File: src/rtl/fetch_unit.sv
// fetch_unit: single-issue instruction fetch stage with a valid/ready
// handshake to decode, one-bubble redirect and a sticky fault on a
// misaligned redirect target or an out-of-range fetch address.
//
// Ports:
//   clk                - single clock, all state updates on posedge
//   reset              - synchronous active-low reset
//   imem_cs_o          - instruction memory chip select
//   imem_addr_o        - byte address to instruction memory (current PC)
//   imem_instr_i       - instruction word, valid in the cycle imem_cs_o=1
//   redirect_i         - branch/jump taken; replaces PC
//   redirect_target_i  - redirect byte address
//   ready_i            - decode accepts instr_o this cycle
//   valid_o            - instr_o/pc_o hold a valid fetched instruction
//   instr_o            - registered instruction
//   pc_o               - byte address of instr_o
//   fault_o            - sticky fetch fault
//   fetch_count_o      - number of instructions accepted by decode
//
// state | meaning
// BOOT  | one idle cycle after reset release, no fetch
// RUN   | fetching whenever the output slot is empty or being drained
// STALL | holding a valid instruction that decode has not accepted
// FAULT | fetch stopped, fault_o set; left only by reset
module fetch_unit #(
    parameter logic [31:0] RESET_VECTOR = 32'h0000_0000,
    parameter int          MEM_WORDS    = 1024
) (
    input  logic        clk,
    input  logic        reset,
    output logic        imem_cs_o,
    output logic [31:0] imem_addr_o,
    input  logic [31:0] imem_instr_i,
    input  logic        redirect_i,
    input  logic [31:0] redirect_target_i,
    input  logic        ready_i,
    output logic        valid_o,
    output logic [31:0] instr_o,
    output logic [31:0] pc_o,
    output logic        fault_o,
    output logic [31:0] fetch_count_o
);

    typedef enum logic [1:0] {
        BOOT  = 2'd0,
        RUN   = 2'd1,
        STALL = 2'd2,
        FAULT = 2'd3
    } state_t;

    // Widened by one bit so MEM_WORDS*4 = 2^32 cannot wrap to zero.
    localparam logic [32:0] ADDR_LIMIT = 33'(MEM_WORDS) * 33'd4;

    state_t      state_q;
    logic [31:0] pc_q;
    logic [31:0] instr_q;
    logic [31:0] pc_out_q;
    logic        valid_q;
    logic        fault_q;
    logic [31:0] count_q;

    logic        active;
    logic        slot_free;
    logic        transfer;
    logic        out_of_range;

    assign active       = (state_q == RUN) || (state_q == STALL);
    assign slot_free    = !valid_q || ready_i;
    assign transfer     = active && valid_q && ready_i;
    assign out_of_range = ({1'b0, pc_q} >= ADDR_LIMIT);

    // Reset is synchronous, so from the first reset edge the state is BOOT
    // and the select is already low without looking at reset here.
    assign imem_cs_o   = active && !redirect_i && slot_free;
    assign imem_addr_o = pc_q;

    always_ff @(posedge clk) begin
        if (!reset) begin
            state_q  <= BOOT;
            pc_q     <= RESET_VECTOR;
            instr_q  <= 32'd0;
            pc_out_q <= 32'd0;
            valid_q  <= 1'b0;
            fault_q  <= 1'b0;
            count_q  <= 32'd0;
        end else begin
            case (state_q)
                BOOT: begin
                    state_q <= RUN;
                    if (redirect_i) begin
                        pc_q <= redirect_target_i;
                        if (redirect_target_i[1:0] != 2'b00) begin
                            state_q <= FAULT;
                            fault_q <= 1'b1;
                        end
                    end
                end
                RUN, STALL: begin
                    if (transfer) begin
                        count_q <= count_q + 32'd1;
                    end
                    if (redirect_i) begin
                        // Any held instruction is dropped; the target is
                        // fetched on the following cycle.
                        valid_q <= 1'b0;
                        pc_q    <= redirect_target_i;
                        if (redirect_target_i[1:0] != 2'b00) begin
                            state_q <= FAULT;
                            fault_q <= 1'b1;
                        end else begin
                            state_q <= RUN;
                        end
                    end else if (slot_free) begin
                        if (out_of_range) begin
                            state_q <= FAULT;
                            fault_q <= 1'b1;
                            valid_q <= 1'b0;
                        end else begin
                            instr_q  <= imem_instr_i;
                            pc_out_q <= pc_q;
                            valid_q  <= 1'b1;
                            pc_q     <= pc_q + 32'd4;
                            state_q  <= RUN;
                        end
                    end else begin
                        state_q <= STALL;
                    end
                end
                FAULT: begin
                    state_q <= FAULT;
                end
                default: begin
                    state_q <= BOOT;
                end
            endcase
        end
    end

    assign valid_o       = valid_q;
    assign instr_o       = instr_q;
    assign pc_o          = pc_out_q;
    assign fault_o       = fault_q;
    assign fetch_count_o = count_q;

endmodule

File: config.mk
export PLATFORM = sky130hd
export DESIGN_NAME = fetch_unit
export DESIGN_NICKNAME = d
export VERILOG_FILES = /design/src/rtl/fetch_unit.sv
export SDC_FILE = /design/constraint.sdc
export NUM_CORES = 1
export LEC_CHECK = 0
export CORE_UTILIZATION = 40
export CTS_CLUSTER_DIAMETER = 30
export DETAILED_ROUTE_END_ITERATION = 10
export GPL_ROUTABILITY_DRIVEN = 0
export HOLD_SLACK_MARGIN = 0.08
export PLACE_DENSITY = 0.78
export SLEW_MARGIN = 20
export SYNTH_ARGS = -nofsm -noshare
export SYNTH_HDL_FRONTEND = slang
export SYNTH_SLANG_ARGS = --single-unit
File: constraint.sdc
create_clock -name clk -period 2.3 [get_ports clk]
set_clock_uncertainty 0.2 [all_clocks]
set_input_delay 0.46 -clock clk [delete_from_list [all_inputs] [get_ports clk]]
set_output_delay 0.46 -clock clk [all_outputs]
set_load 0.02 [all_outputs]
* After elaboration in Yosys (flattened, before gate mapping)
Cells that the tools add are included.
** Storage, ports and cells
- Bits in registers :: 132
- Input port bits :: 68
- Output and inout port bits :: 131
- Logic and storage cells :: 57
** Operators by class
- Add/sub/neg operators :: 2
- Magnitude comparators :: 1
- Eq/ne operators :: 7
- Mux-type cells :: 20
- Bitwise operators :: 2
- Reductions and logical operators :: 18
** Operators with widths (number)
- $mux 32 :: 4
- $pmux 32 s2 :: 1
- $add 32x1->32 const B :: 1
- $add 32x3->32 const B :: 1
- $ge 32x13->1 const B :: 1
- $reduce_and 4->1 :: 3
- $mux 2 :: 5
- $ne 3x3->1 const B :: 3
- $mux 1 :: 8
- $pmux 2 s3 :: 1
- $reduce_bool 2->1 :: 3
- $eq 2x2->1 const B :: 2
- $logic_and 1x1->1 :: 4
- $reduce_and 2->1 :: 2
- $eq 2x1->1 const B :: 1
- $logic_not 1->1 :: 2
- $logic_not 2->1 :: 1
- $logic_or 1x1->1 :: 2
- $ne 2x2->1 const B :: 1
- $not 1->1 :: 2
- $pmux 1 s2 :: 1
- $reduce_or 2->1 :: 1

* Longest topological paths before layout
- Depth after elaboration :: 5
- Gate-level depth with buffers :: 10
- Gate-level depth less buffers :: 7

* Least setup slack after synthesis
No wires, ideal clock.
- Path kind :: reg2reg
- From :: reg state_q[0]
- To :: reg pc_q[12] (netlist: imem_addr_o[12])
- Data arrival time :: 1.948 ns
- Slack :: 0.028 ns
- Cell stages (with the launch flop) :: 10
- Path buffers :: 2
- Path through :: dfxtp_1 -> inv_1 -> ha_1 -> buf_2 -> and2b_1 -> nand2_1 -> or3_1 -> buf_2 -> a2111oi_4 -> nor3_1
** Between the ends
- Cells in the longest elaborated chain, start to end :: 4
- Elaborated cells on any way between the ends :: 10
** Ends and longest elaborated chain
- start: declaration :: RTL line 54 : state_t state_q;
- start signal: assignment :: RTL line 79 : state_q <= BOOT;
- start signal: assignment :: RTL line 89 : state_q <= RUN;
- start signal: assignment :: RTL line 93 : state_q <= FAULT;
- $eq 2x1->1 or $eq 2x2->1 (tied branches) :: RTL line 87 : case (state_q)
- $reduce_or 2->1 :: RTL line 87
- $ne 3x3->1 (no source line) or $reduce_bool 2->1 (tied branches)
- $reduce_and 4->1 (no source line)
- end signal: assignment :: RTL line 91 : pc_q <= redirect_target_i;
- end signal: assignment :: RTL line 106 : pc_q <= redirect_target_i;
- end signal: assignment :: RTL line 122 : pc_q <= pc_q + 32'd4;
- end: declaration :: RTL line 55 : logic [31:0] pc_q;
Parallel ways exist; a longest one is shown, timed or not.
A chain may end at the register's enable or synchronous reset.

* Worst setup path in the final report
- From :: reg state_q[1]
- To :: out imem_cs_o
** Between the ends
- Cells in the longest elaborated chain, start to end :: 4
- Elaborated cells on any way between the ends :: 5
** Ends and longest elaborated chain
- $eq 2x1->1 or $eq 2x2->1 (tied branches) :: RTL line 67 : assign active = (state_q == RUN) || (state_q == STALL);
- $logic_or 1x1->1 (*) :: RTL line 67
- $logic_and 1x1->1 (*) (2 in series) :: RTL line 74 : assign imem_cs_o = active && !redirect_i && slot_free;
- end: declaration :: RTL line 31 : output logic imem_cs_o,
Mark *: on every way between the ends. The rest lies on a longest branch, timed or not.

==> qor.txt <==
Status: completed
# IOs: 199
Antenna diode count: 0
Hold EP: instr_o[5]
Slowest stage cell, crit path: dfxtp_2
CTS Sinks: 132
Power share of the clock group: 0.410
Horiz. Die Dim: 117 um
Clk buf depth: 2
Drt wl/cell: 14.9 um
Skew-Pair Late Insertion Delay: 0.41 ns
Worst hold path startpoint: instr_o[5]
H-Tree Depth: 4
Sequential element share of the synthesized area: 0.503
TritonCTS Buffers: 17
Vias: 5,325
Synth area leader: dfxtp_1
Clk root buf: clkbuf_16
Most frequent cells in the layout: 197 x clkdlybuf4s50_1, 154 x nand2_1, 130 x dfxtp_1, 78 x a21oi_1, 41 x nor2_1
Post-Route WL: 15,500 um
Largest net degree at the start of global routing: 65
Worst Slack Setup Final: 0.0653 ns
Global route hottest layer: met2
Commonest non-fill, non-tap cell in the layout: clkdlybuf4s50_1
Max-slew headroom: 0.714
First-pass GRT wire length: 24,200 um
YS warnings: 0
Pre-CTS setup slack: -0.193 ns
Worst Hold Class: flop to flop
CP Launch Type: flop
GR Util All Layers: 0.231
Leakage: 0.00309 uW
Synth Register Bits: 132
Library cells used by synthesis: 49
Reg2Reg Depth: 7
Residual DRC: 0
HPWL after detailed placement: 11,100 um
RSZ-0062 raised after global routing: true
Placed cells: 1,005
VDD IR max: 0.000455 V
FILL cells: 1,091
Hold_ws: 0.252 ns
Mapped Avg Cell Area: 8.32 um2
Mapped Area: 0.00525 mm2
Post-Synthesis Cells: 631
Yosys top cell area share: 0.503
Syn nets: 704
Syn-to-layout area delta: 58.1%
Die ar.: 0.0136 mm2
Worst-margin pin slew: 0.427 ns
CP arrival: 1.57 ns
Nets: 927
Via/cell ratio: 5.13
Reg clk slew, reported paths: 0.06 ns
Cell depth of the worst hold path: 2
Crit path cell chain: inv_2, ha_4, and2b_1, nand2_2, buf_6, inv_4, buf_6
Grt met2 use: 0.386
Die Span Y: 117 um
Internal power: 4740 uW
Most Frequent Cell on Critical Path: buf_6
Post-route insts no fill: 1,038
TritonCTS clock tree: built
Initial antenna violation count: 0
Number of synthesized flops with an enable pin: 0
Setup-failing EPs final: 0
Final hold viol count: 0
Number of global-route vias before repair: 5,078
Period utilization: 0.972
CP Class: flop to output pin
Synth top area cells: dfxtp_1 50%, nand2_1 11%, a21oi_1 7.4%
Worst R2R End: pc_o[29]
Fmax: 447 MHz
Met3 usage: 0.0732
Hold-fix buffer count after cts: 0
PD cells: 784 mW/mm2
Worst path max stage delay: 0.34 ns
Share of cells above drive strength 1: 0.106
CP max FO: 3
Switching share of power: 0.271
Post-DRT Antenna Nets: 0
Crit path time final: 2.23 ns
GR Layer Usage met1: 0.268
Worst EP required: 1.64 ns
Initial core utilization: 0.413
Maxcap violations: 0
Switch Pwr: 1770 uW
Input/output buffers: 198
Flop2flop setup slack: 0.09 ns
Main synth FF type: dfxtp_1
CP Capture Type: output pin
GRT overflow: 0
Gate power share: 0.202
# rows: 41
Reg-to-Reg Start: state_q[1]
Ys async rst share: 0
Sequential power share: 0.388
DR pass1 iterations: 5
Drt initial violations: 319
Pins Over Slew Limit: 0
Core area: 0.0127 mm2
==> cells in the mapped netlist, types with 2 or more instances <==
library cell / instances
a211oi_1: 3
a21oi_1: 78
a311oi_1: 2
a31o_1: 3
and2_1: 4
and3_1: 25
and4_1: 2
buf_2: 13
clkbuf_1: 23
dfxtp_1: 132
ha_1: 5
inv_1: 10
mux2i_1: 4
nand2_1: 155
nand2b_1: 6
nand3_1: 18
nand4_1: 19
nor2_1: 41
nor3_1: 4
nor4_1: 8
o211ai_1: 2
o21ai_0: 10
o21ai_1: 7
o31a_1: 3
o31ai_1: 4
o41ai_1: 2
or3_1: 3
or4_1: 2
xnor2_1: 6
xor2_1: 18
==> final cells by class <==
cell class,instances,area (um2),share of cell area
clock buffers,20,447,0.0538
well taps,172,215,0.0259
clock inverters,11,135,0.0163
inverters,10,41.3,0.00498
repair buffers,241,2360,0.284
multi-input cells,452,2460,0.296
flip-flops and latches,132,2650,0.319
==> routing by layer <==
layer,share of wire,vias to the layer above
met4,0.016,0
met2,0.50,182
met1,0.41,2516
met5,0,-
li1,-,2609
met3,0.070,18
==> power groups by stage <==
stage	logic [uW]	clock network, uW	registers, uW
after floorplan	492	0	2680
after global placement	1220	0	2560
after detailed placement	1260	0	2560
after CTS	1290	2730	2520
after global routing	1420	2830	2540
final	1310	2670	2520
==> cells by family (layout without fill, tap and decap cells) <==
logic type,count (synthesis),after routing,share of synthesized area
xor gates and xnor gates,24,24,0.0400
and+or+nand+nor,297,297,0.263
muxes,4,4,0.00763
AOI/OAI and AO/OA,122,122,0.137
buffers and inverters,47,282,0.0367
adders and majority gates,5,5,0.0119
DFF,132,132,0.503
==> worst max-delay path by stage <==
stage	start	end	slack [ns]
after floorplan	state_q[0]	imem_addr_o[12]	0.03
after global placement	redirect_i	pc_o[17]	-0.17
after detailed placement	ready_i	imem_addr_o[2]	-0.19
after CTS	state_q[1]	imem_cs_o	0.006
after global routing	state_q[1]	imem_cs_o	0.001
final	state_q[1]	imem_cs_o	0.07
==> critical path: cells and delay by family (launching register included) <==
kind / cells / cell delay, ns
buf+inv: 4 / 0.33
fa+ha+maj: 1 / 0.27
simple gates: 2 / 0.22
flops: 1 / 0.34
==> state kept, by name (all words and copies together), names as in the netlist <==
name	flops
fetch_count_o	32
fault_o	1
pc_o	32
imem_addr_o	32
state_q	2
instr_o	32
valid_o	1
==> through the flow <==
stage / instance area [um2] / total power (uW) / TNS [ns] / util
2_1_floorplan: 5250 / 3180 / 0 / -
3_3_place_gp: 7660 / 3780 / -9.82 / 0.602
3_5_place_dp: 7660 / 3820 / -11.88 / 0.602
4_1_cts: 8260 / 6530 / 0 / 0.649
5_1_grt: 8300 / 6780 / 0 / 0.652
6_report: 8300 / 6510 / 0 / 0.652
==> timing repair <==
action | in CTS | in global routing
pin swaps | 0 | 3
endpoints found under the setup margin | 1 | 69
resized for setup | 6 | 7
buffers inserted | 0 | 2
gates cloned | 0 | 0
No activity file was read; power rests on OpenSTA's default activity.
